File: src/rtl/bsg_cache_nb_dma_to_wormhole.sv
// Cache-side bridge: serializes bsg_cache_nb DMA packets (plus evict data) onto a wormhole link
// and returns inbound fill data to the cache tagged with the fill header's mshr_id.
module bsg_cache_nb_dma_to_wormhole
  #(parameter int dma_addr_width_p  = 32
   ,parameter int dma_burst_len_p   = 8
   ,parameter int dma_mask_width_p  = 8
   ,parameter int vcache_mshr_els_p = 4
   ,parameter int wh_flit_width_p   = 64
   ,parameter int wh_cid_width_p    = 2
   ,parameter int wh_len_width_p    = 4
   ,parameter int wh_cord_width_p   = 8
   ,localparam int lg_vcache_mshr_els_lp = (vcache_mshr_els_p > 1) ? $clog2(vcache_mshr_els_p) : 1
   ,localparam int dma_pkt_width_lp = 1 + dma_addr_width_p + dma_mask_width_p + lg_vcache_mshr_els_lp
   ,localparam int wh_link_sif_width_lp = wh_flit_width_p + 2
   )
  (input  logic                             clk_i
   ,input  logic                            reset_i
   ,input  logic [dma_pkt_width_lp-1:0]     dma_pkt_i
   ,input  logic                            dma_pkt_v_i
   ,output logic                            dma_pkt_yumi_o
   ,input  logic [wh_flit_width_p-1:0]      dma_data_i
   ,input  logic                            dma_data_v_i
   ,output logic                            dma_data_yumi_o
   ,output logic [wh_flit_width_p-1:0]      dma_data_o
   ,output logic [lg_vcache_mshr_els_lp-1:0] dma_data_mshr_id_o
   ,output logic                            dma_data_v_o
   ,input  logic                            dma_data_ready_and_i
   ,input  logic [wh_cord_width_p-1:0]      my_wh_cord_i
   ,input  logic [wh_cid_width_p-1:0]       my_wh_cid_i
   ,input  logic [wh_cord_width_p-1:0]      dest_wh_cord_i
   ,input  logic [wh_cid_width_p-1:0]       dest_wh_cid_i
   ,input  logic [wh_link_sif_width_lp-1:0] wh_link_sif_i
   ,output logic [wh_link_sif_width_lp-1:0] wh_link_sif_o
   );

   localparam int lg_burst_lp     = (dma_burst_len_p > 1) ? $clog2(dma_burst_len_p) : 1;
   // Header layout, LSB first: cord, len, cid, src_cord, src_cid, opcode, mshr_id, unused.
   localparam int len_off_lp      = wh_cord_width_p;
   localparam int cid_off_lp      = len_off_lp + wh_len_width_p;
   localparam int src_cord_off_lp = cid_off_lp + wh_cid_width_p;
   localparam int src_cid_off_lp  = src_cord_off_lp + wh_cord_width_p;
   localparam int op_off_lp       = src_cid_off_lp + wh_cid_width_p;
   localparam int mshr_off_lp     = op_off_lp + 2;
   localparam int hdr_used_lp     = mshr_off_lp + lg_vcache_mshr_els_lp;
   localparam logic [lg_burst_lp-1:0] last_beat_lp = lg_burst_lp'(dma_burst_len_p - 1);

   if (wh_flit_width_p < dma_addr_width_p || wh_flit_width_p < dma_mask_width_p) begin : g_err_flit
      $error("wh_flit_width_p must cover dma address and mask widths");
   end
   if (wh_len_width_p < $clog2(dma_burst_len_p + 3)) begin : g_err_len
      $error("wh_len_width_p too narrow for dma_burst_len_p+2");
   end
   if (hdr_used_lp > wh_flit_width_p) begin : g_err_hdr
      $error("header fields do not fit in one flit");
   end

   typedef enum logic [2:0] {S_IDLE, S_HEADER, S_ADDR, S_MASK, S_DATA} send_state_e;
   typedef enum logic {R_HEADER, R_DATA} recv_state_e;
   typedef enum logic [1:0] {OP_READ, OP_WRITE_NON_MASKED, OP_WRITE_MASKED} wh_op_e;

   // Link unpack: {v, data, then_ready_rev} in, {v, data, ready_and_rev} out.
   logic                       in_v, then_ready_rev;
   logic [wh_flit_width_p-1:0] in_data;
   assign in_v           = wh_link_sif_i[wh_flit_width_p+1];
   assign in_data        = wh_link_sif_i[wh_flit_width_p:1];
   assign then_ready_rev = wh_link_sif_i[0];

   logic                              pkt_wnr;
   logic [dma_addr_width_p-1:0]       pkt_addr;
   logic [dma_mask_width_p-1:0]       pkt_mask;
   logic [lg_vcache_mshr_els_lp-1:0]  pkt_mshr;
   assign pkt_wnr  = dma_pkt_i[dma_pkt_width_lp-1];
   assign pkt_addr = dma_pkt_i[lg_vcache_mshr_els_lp+dma_mask_width_p +: dma_addr_width_p];
   assign pkt_mask = dma_pkt_i[lg_vcache_mshr_els_lp +: dma_mask_width_p];
   assign pkt_mshr = dma_pkt_i[0 +: lg_vcache_mshr_els_lp];

   send_state_e                      send_state_r, send_state_n;
   logic [lg_burst_lp-1:0]           send_cnt_r, send_cnt_n;
   wh_op_e                           op_r;
   logic [dma_addr_width_p-1:0]      addr_r;
   logic [dma_mask_width_p-1:0]      mask_r;
   logic [lg_vcache_mshr_els_lp-1:0] pkt_mshr_id_r;
   logic                             send_v, pkt_yumi, data_yumi;
   logic [wh_flit_width_p-1:0]       send_data, header;
   logic [wh_len_width_p-1:0]        hdr_len;

   always_comb begin
      unique case (op_r)
         OP_READ:             hdr_len = wh_len_width_p'(1);
         OP_WRITE_NON_MASKED: hdr_len = wh_len_width_p'(1 + dma_burst_len_p);
         default:             hdr_len = wh_len_width_p'(2 + dma_burst_len_p);
      endcase
      header = '0;
      header[0 +: wh_cord_width_p]                   = dest_wh_cord_i;
      header[len_off_lp +: wh_len_width_p]           = hdr_len;
      header[cid_off_lp +: wh_cid_width_p]           = dest_wh_cid_i;
      header[src_cord_off_lp +: wh_cord_width_p]     = my_wh_cord_i;
      header[src_cid_off_lp +: wh_cid_width_p]       = my_wh_cid_i;
      header[op_off_lp +: 2]                         = op_r;
      header[mshr_off_lp +: lg_vcache_mshr_els_lp]   = pkt_mshr_id_r;
   end

   always_comb begin
      send_state_n = send_state_r;
      send_cnt_n   = send_cnt_r;
      send_v       = 1'b0;
      send_data    = '0;
      pkt_yumi     = 1'b0;
      data_yumi    = 1'b0;
      unique case (send_state_r)
         S_IDLE: begin
            pkt_yumi = dma_pkt_v_i;
            if (dma_pkt_v_i) send_state_n = S_HEADER;
         end
         S_HEADER: begin
            send_v    = 1'b1;
            send_data = header;
            if (then_ready_rev) send_state_n = S_ADDR;
         end
         S_ADDR: begin
            send_v    = 1'b1;
            send_data = wh_flit_width_p'(addr_r);
            if (then_ready_rev) begin
               unique case (op_r)
                  OP_READ:         send_state_n = S_IDLE;
                  OP_WRITE_MASKED: send_state_n = S_MASK;
                  default:         send_state_n = S_DATA;
               endcase
            end
         end
         S_MASK: begin
            send_v    = 1'b1;
            send_data = wh_flit_width_p'(mask_r);
            if (then_ready_rev) send_state_n = S_DATA;
         end
         S_DATA: begin
            send_v    = dma_data_v_i;
            send_data = dma_data_i;
            data_yumi = then_ready_rev & dma_data_v_i;
            if (data_yumi) begin
               if (send_cnt_r == last_beat_lp) begin
                  send_cnt_n   = '0;
                  send_state_n = S_IDLE;
               end else begin
                  send_cnt_n = send_cnt_r + 1'b1;
               end
            end
         end
         default: send_state_n = S_IDLE;
      endcase
   end

   always_ff @(posedge clk_i or posedge reset_i) begin
      if (reset_i) begin
         send_state_r  <= S_IDLE;
         send_cnt_r    <= '0;
         op_r          <= OP_READ;
         addr_r        <= '0;
         mask_r        <= '0;
         pkt_mshr_id_r <= '0;
      end else begin
         send_state_r <= send_state_n;
         send_cnt_r   <= send_cnt_n;
         if (pkt_yumi) begin
            op_r          <= !pkt_wnr ? OP_READ : ((&pkt_mask) ? OP_WRITE_NON_MASKED : OP_WRITE_MASKED);
            addr_r        <= pkt_addr;
            mask_r        <= pkt_mask;
            pkt_mshr_id_r <= pkt_mshr;
         end
      end
   end

   recv_state_e                      recv_state_r, recv_state_n;
   logic [lg_burst_lp-1:0]           recv_cnt_r, recv_cnt_n;
   logic [lg_vcache_mshr_els_lp-1:0] mshr_id_r;
   logic                             recv_ready, fill_v;
   logic [wh_len_width_p-1:0]        in_hdr_len;
   assign in_hdr_len = in_data[len_off_lp +: wh_len_width_p];

   always_comb begin
      recv_state_n = recv_state_r;
      recv_cnt_n   = recv_cnt_r;
      recv_ready   = 1'b0;
      fill_v       = 1'b0;
      unique case (recv_state_r)
         R_HEADER: begin
            recv_ready = 1'b1;
            if (in_v) recv_state_n = R_DATA;
         end
         R_DATA: begin
            fill_v     = in_v;
            recv_ready = dma_data_ready_and_i;
            if (in_v & dma_data_ready_and_i) begin
               if (recv_cnt_r == last_beat_lp) begin
                  recv_cnt_n   = '0;
                  recv_state_n = R_HEADER;
               end else begin
                  recv_cnt_n = recv_cnt_r + 1'b1;
               end
            end
         end
         default: recv_state_n = R_HEADER;
      endcase
   end

   always_ff @(posedge clk_i or posedge reset_i) begin
      if (reset_i) begin
         recv_state_r <= R_HEADER;
         recv_cnt_r   <= '0;
         mshr_id_r    <= '0;
      end else begin
         recv_state_r <= recv_state_n;
         recv_cnt_r   <= recv_cnt_n;
         if (recv_state_r == R_HEADER && in_v)
            mshr_id_r <= in_data[mshr_off_lp +: lg_vcache_mshr_els_lp];
      end
   end

`ifndef SYNTHESIS
   always_ff @(posedge clk_i) begin
      if (!reset_i && recv_state_r == R_HEADER && in_v)
         assert (in_hdr_len == wh_len_width_p'(dma_burst_len_p))
            else $error("fill header len %0d, expected %0d", in_hdr_len, dma_burst_len_p);
   end
`endif

   // Handshake outputs are forced low while reset is asserted, independent of state.
   assign dma_pkt_yumi_o     = pkt_yumi & ~reset_i;
   assign dma_data_yumi_o    = data_yumi & ~reset_i;
   assign dma_data_v_o       = fill_v & ~reset_i;
   assign dma_data_o         = in_data;
   assign dma_data_mshr_id_o = mshr_id_r;
   assign wh_link_sif_o      = {send_v & ~reset_i, send_data, recv_ready & ~reset_i};

endmodule

File: config.mk
export PLATFORM = sky130hd
export DESIGN_NAME = bsg_cache_nb_dma_to_wormhole
export DESIGN_NICKNAME = d
export VERILOG_FILES = /design/src/rtl/bsg_cache_nb_dma_to_wormhole.sv
export SDC_FILE = /design/constraint.sdc
export NUM_CORES = 1
export LEC_CHECK = 0
export ABC_CLOCK_PERIOD_IN_PS = 4800
export BUFFER_PORTS_ARGS = -buffer_cell sky130_fd_sc_hd__clkbuf_2
export CORE_AREA = 2 2 131 133
export DETAILED_ROUTE_END_ITERATION = 16
export DIE_AREA = 0 0 133 135
export PLACE_DENSITY_LB_ADDON = 0.2
export SETUP_SLACK_MARGIN = 0.15
export SYNTH_ARGS = -nofsm -noshare
export SYNTH_HDL_FRONTEND = slang
export SYNTH_SLANG_ARGS = --single-unit
File: constraint.sdc
create_clock -name clk_i -period 4.8 [get_ports clk_i]
set_input_delay 0.24 -clock clk_i [delete_from_list [all_inputs] [get_ports clk_i]]
set_output_delay 0.24 -clock clk_i [all_outputs]
set_load 0.02 [all_outputs]
; ---- Word level (Yosys, flattened, before mapping)
; Index checks and enable logic that the tools add are counted.
[word_totals]
out_inout_bits = 135
reg_bits = 56
in_bits = 198
elab_cells = 65
[classes]
bitwise = 9
reduce_logical = 8
addsub = 2
muxes = 23
n_eq_ne = 14
[op_table]
columns = operator, n
row1 = $pmux W64 S4, 1
row2 = $mux W3, 8
row3 = $pmux W3 S5, 1
row4 = $ne A2 B2 Y1 const B, 6
row5 = $eq A3 B3 Y1 const B, 3
row6 = $pmux W4 S2, 1
row7 = $reduce_and A8 Y1, 1
row8 = $and A1 B1 Y1, 7
row9 = $add A3 B1 Y3 const B, 2
row10 = $eq A3 B2 Y1 const B, 2
row11 = $mux W1, 6
row12 = $pmux W1 S2, 3
row13 = $pmux W3 S2, 1
row14 = $reduce_and A6 Y1, 1
row15 = $mux W2, 2
row16 = $reduce_and A2 Y1, 2
row17 = $eq A3 B1 Y1 const B, 1
row18 = $logic_not A3 Y1, 1
row19 = $reduce_or A3 Y1, 1
row20 = $eq A2 B1 Y1 const B, 1
row21 = $eq A2 B2 Y1 const B, 1
row22 = $logic_not A2 Y1, 1
row23 = $not A1 Y1, 2
row24 = $logic_and A1 B1 Y1, 1

; ---- Logic depth before layout (Yosys ltp)
[logic_depth]
depth_word = 4
ltp_mapped = 5

; ---- Worst setup path after synthesis
; OpenSTA, ideal clock, no wires.
[synth_timing]
path_type = input -> output
from = in reset_i
to = out dma_data_v_o
required_time_ns = 4.560
path_slack_ns = 2.681
stages = 2
arrival_time_ns = 1.879
path_cell_list = inv_1 -> and3_1
[synth_via]
elab_chain_cells = 2
[synth_lines]
columns = element, line_no
row1 = "start, declared", 17  ; ,input logic reset_i
row2 = $not A1 Y1, 230  ; assign dma_data_v_o = fill_v & ~reset_i;
row3 = $and A1 B1 Y1, 230
row4 = "end, declared", 26  ; ,output logic dma_data_v_o
; Every way passes these cells.

; ---- Worst setup path in the final report
[layout_timing]
from = reg send_state_r[0]
to = out wh_link_sif_o[23]
[layout_via]
elab_chain_cells = 2
word_cells_on_any_way = 5
[layout_lines]
columns = element, line_no
row1 = "start, declared", 77  ; send_state_e send_state_r, send_state_n;
row2 = "start signal, assigned", 162  ; send_state_r <= send_state_n;
row3 = "$eq A3 B3 Y1, or another cell as far along", 110  ; unique case (send_state_r)
row4 = $pmux W64 S4 (*), 110
row5 = "end, declared", 33  ; ,output logic [wh_link_sif_width_lp-1:0] wh_link_sif_o
; Mark *: on every way between the ends. The rest lies on a longest branch, timed or not.

==> metrics <==
largest net degree at the start of global routing=38; grt ovf=0; antenna cells=0; vias per cell=4.52; cells after synthesis=371; Yosys warning total=0; WL final=14500 um; clk sinks=56; final hold vios=0; clock buffer depth=2; die width=133 um; Critical Path RT=4.56 ns; endpoint type of the worst setup path=primary output; #FFs+latches synth=56; startpoint types=register; initial antenna violation count=1; hold slack final=0.0691 ns; HP Class=in2async; Crit Path Max Fanout=24; outcome=complete, no violations; Synth Flop Type=dfrtp_1; clock tree root driver cell=clkbuf_16; GRT Total Usage=15.4%; first-pass GRT wire length=20800 um; row cnt=47; Fillers=1785; RSZ-0062 raised after global routing=no; Die H=135 um; # setup viols final=0; fin crit period=3.30 ns; post-route DRC violation count=0; via count=3272; port bufs=208; Tcrit/Tclk final=68.7%; most frequent cells in the layout=208 x clkbuf_2, 56 x dfrtp_1, 55 x mux2_2; First DRT Iteration DRCs=131; vias in the first global route=3352; Syn-to-layout area delta=25.2%; I/O pin total=333; Starting Density=22.4%; Clock Skew=0.0132 ns; most common cell after layout, fill and taps aside=clkbuf_2; Clock Latency Late Sink=0.30 ns; Final Max Slew Viols=0; CP cell instances=nor2b_2 -> a22oi_1 -> o21ai_0 -> clkbuf_2; routability cong.=0.895; Max Cap Viol=0; Pre-antenna DRT Iters=4; die area=18000 um^2; Netlist Area Pre-Place=3670 um^2; WP buf/inv=1; Achievable Freq=303 MHz; worst stage delay on the critical path=1.10 ns; Synth Net Count=573; CTS tree=done; core area=16400 um^2; PwrDens=600 nW/um^2; Clock transition at path regs=0.08 ns; FF+latch area=1400 um^2; CTS Hold Buffers Added=0; ANT nets after route=0; Synth cell types=33; setup TNS=0 ns; slowest cell on the critical path=nor2b_2; Crit Path Category=reg2out; setup bufs post-CTS=0; arrival time worst endpoint=3.06 ns; Final HPWL DP=11800 um; VDD IR max=0.222 mV; H-Tree Depth=2; post_cts resized=0; number of nets in the layout=705; share of layout cells above drive strength 1=56.2%; register area share after synthesis=38.2%; family with the most delay on the worst path=simple AND/OR/NAND/NOR gates; Syn Area/Cell=9.90 um^2; Area after DPL=4430 um^2; wire length per cell=20.1 um; worst slew pin tran=1.20 ns; number of CTS-inserted buffers=5; Rel. slew slack=19.5%; multi-input logic area=1660 um^2; Pwr Total=2.76 mW; fraction of registers with async set or reset after synthesis=100%; Post-synth EDFFs=0; Pleak=2.27 nW; Design Area, Final=4600 um^2
==> state kept, by name, summed over array words and instances (netlist names) <==
| name | flops |
|---|---|
| mask_r | 8 |
| pkt_mshr_id_r | 2 |
| dma_data_mshr_id_o | 2 |
| recv_cnt_r | 3 |
| send_cnt_r | 3 |
| op_r | 2 |
| addr_r | 32 |
| send_state_r | 3 |
| recv_state_r | 1 |
==> report_power, final <==
group | internal [mW] | switching [mW] | total (mW) | leakage, nW
clock network | 0.246 | 0.180 | 0.426 | 0.0808
registers | 0.701 | 0.196 | 0.897 | 0.669
logic | 0.620 | 0.815 | 1.43 | 1.52
total | 1.57 | 1.19 | 2.76 | 2.27
==> area by class of cell <==
class	count	area share [%]
Multi-Input combinational cell	221	36.0
Sequential cell	56	30.5
Inverter	6	0.490
Clock buffer	6	2.80
Timing Repair Buffer	213	23.5
Tap cell	220	5.99
Clock inverter	2	0.762
==> per-layer routing <==
metal | track usage [%] | routed length, um
met2 | 24.8 | 6850
met3 | 6.46 | 1460
met4 | 4.48 | 278
met5 | 0 | 13
met1 | 18.9 | 5940
==> synthesized netlist by cell type (2+ instances only) <==
library cell	n	share of area (%)
a21oi_1	4	0.55
a22oi_1	32	6.5
and2_1	34	5.8
and3_1	2	0.34
buf_2	9	1.2
buf_4	68	14
buf_6	2	0.61
clkbuf_1	8	0.82
dfrtp_1	56	38
ha_1	4	1.4
inv_1	5	0.51
mux2_2	55	17
mux2i_1	4	1.1
nand2_1	28	2.9
nand3_1	2	0.27
nand4_1	3	0.51
nor2_1	10	1.0
nor2b_1	4	0.68
o21ai_0	24	3.3
o22ai_1	4	0.68
==> kinds of logic (layout without fill, tap and decap cells) <==
family                   after synthesis  in the layout  synth area share [%]
multiplexers                          59             59                  18.0
AO/OA/AOI/OAI                         68             68                  12.1
AND/OR/NAND/NOR                       90             90                  13.1
adder cells (fa/ha/maj)                4              4                  1.36
buffers and inverters                 94            227                  17.3
flip-flops                            56             56                  38.2
==> worst paths after layout <==
kind                                  from                 to  slack (ns)  cells past startpoint
max in group asynchronous          reset_i         addr_r[20]        3.85                      3
min reg2reg                      mask_r[5]          mask_r[5]        0.51                      1
min                                reset_i          mask_r[4]        0.07                      2
min in group clk_i           dma_pkt_i[15]          addr_r[5]        0.16                      2
max reg2reg                send_state_r[0]         addr_r[20]        2.17                      3
max                        send_state_r[0]  wh_link_sif_o[23]        1.50                      4
==> worst reg2reg max path, delay by kind of cell (launching register included) <==
kind	cells	cell delay, ns
simple gates	1	0.78
flops	1	0.74
mux	1	0.42
buf+inv	1	0.56
==> stage by stage <==
stage	worst slack (ns)	util [%]	cells
3_3_place_gp	1.98	27.0	716
6_report	1.50	28.0	724
5_1_grt	1.31	28.0	724
2_1_floorplan	2.68	-	371
3_5_place_dp	1.82	27.0	716
4_1_cts	1.47	28.0	724
(Power assumes the default switching activity.)
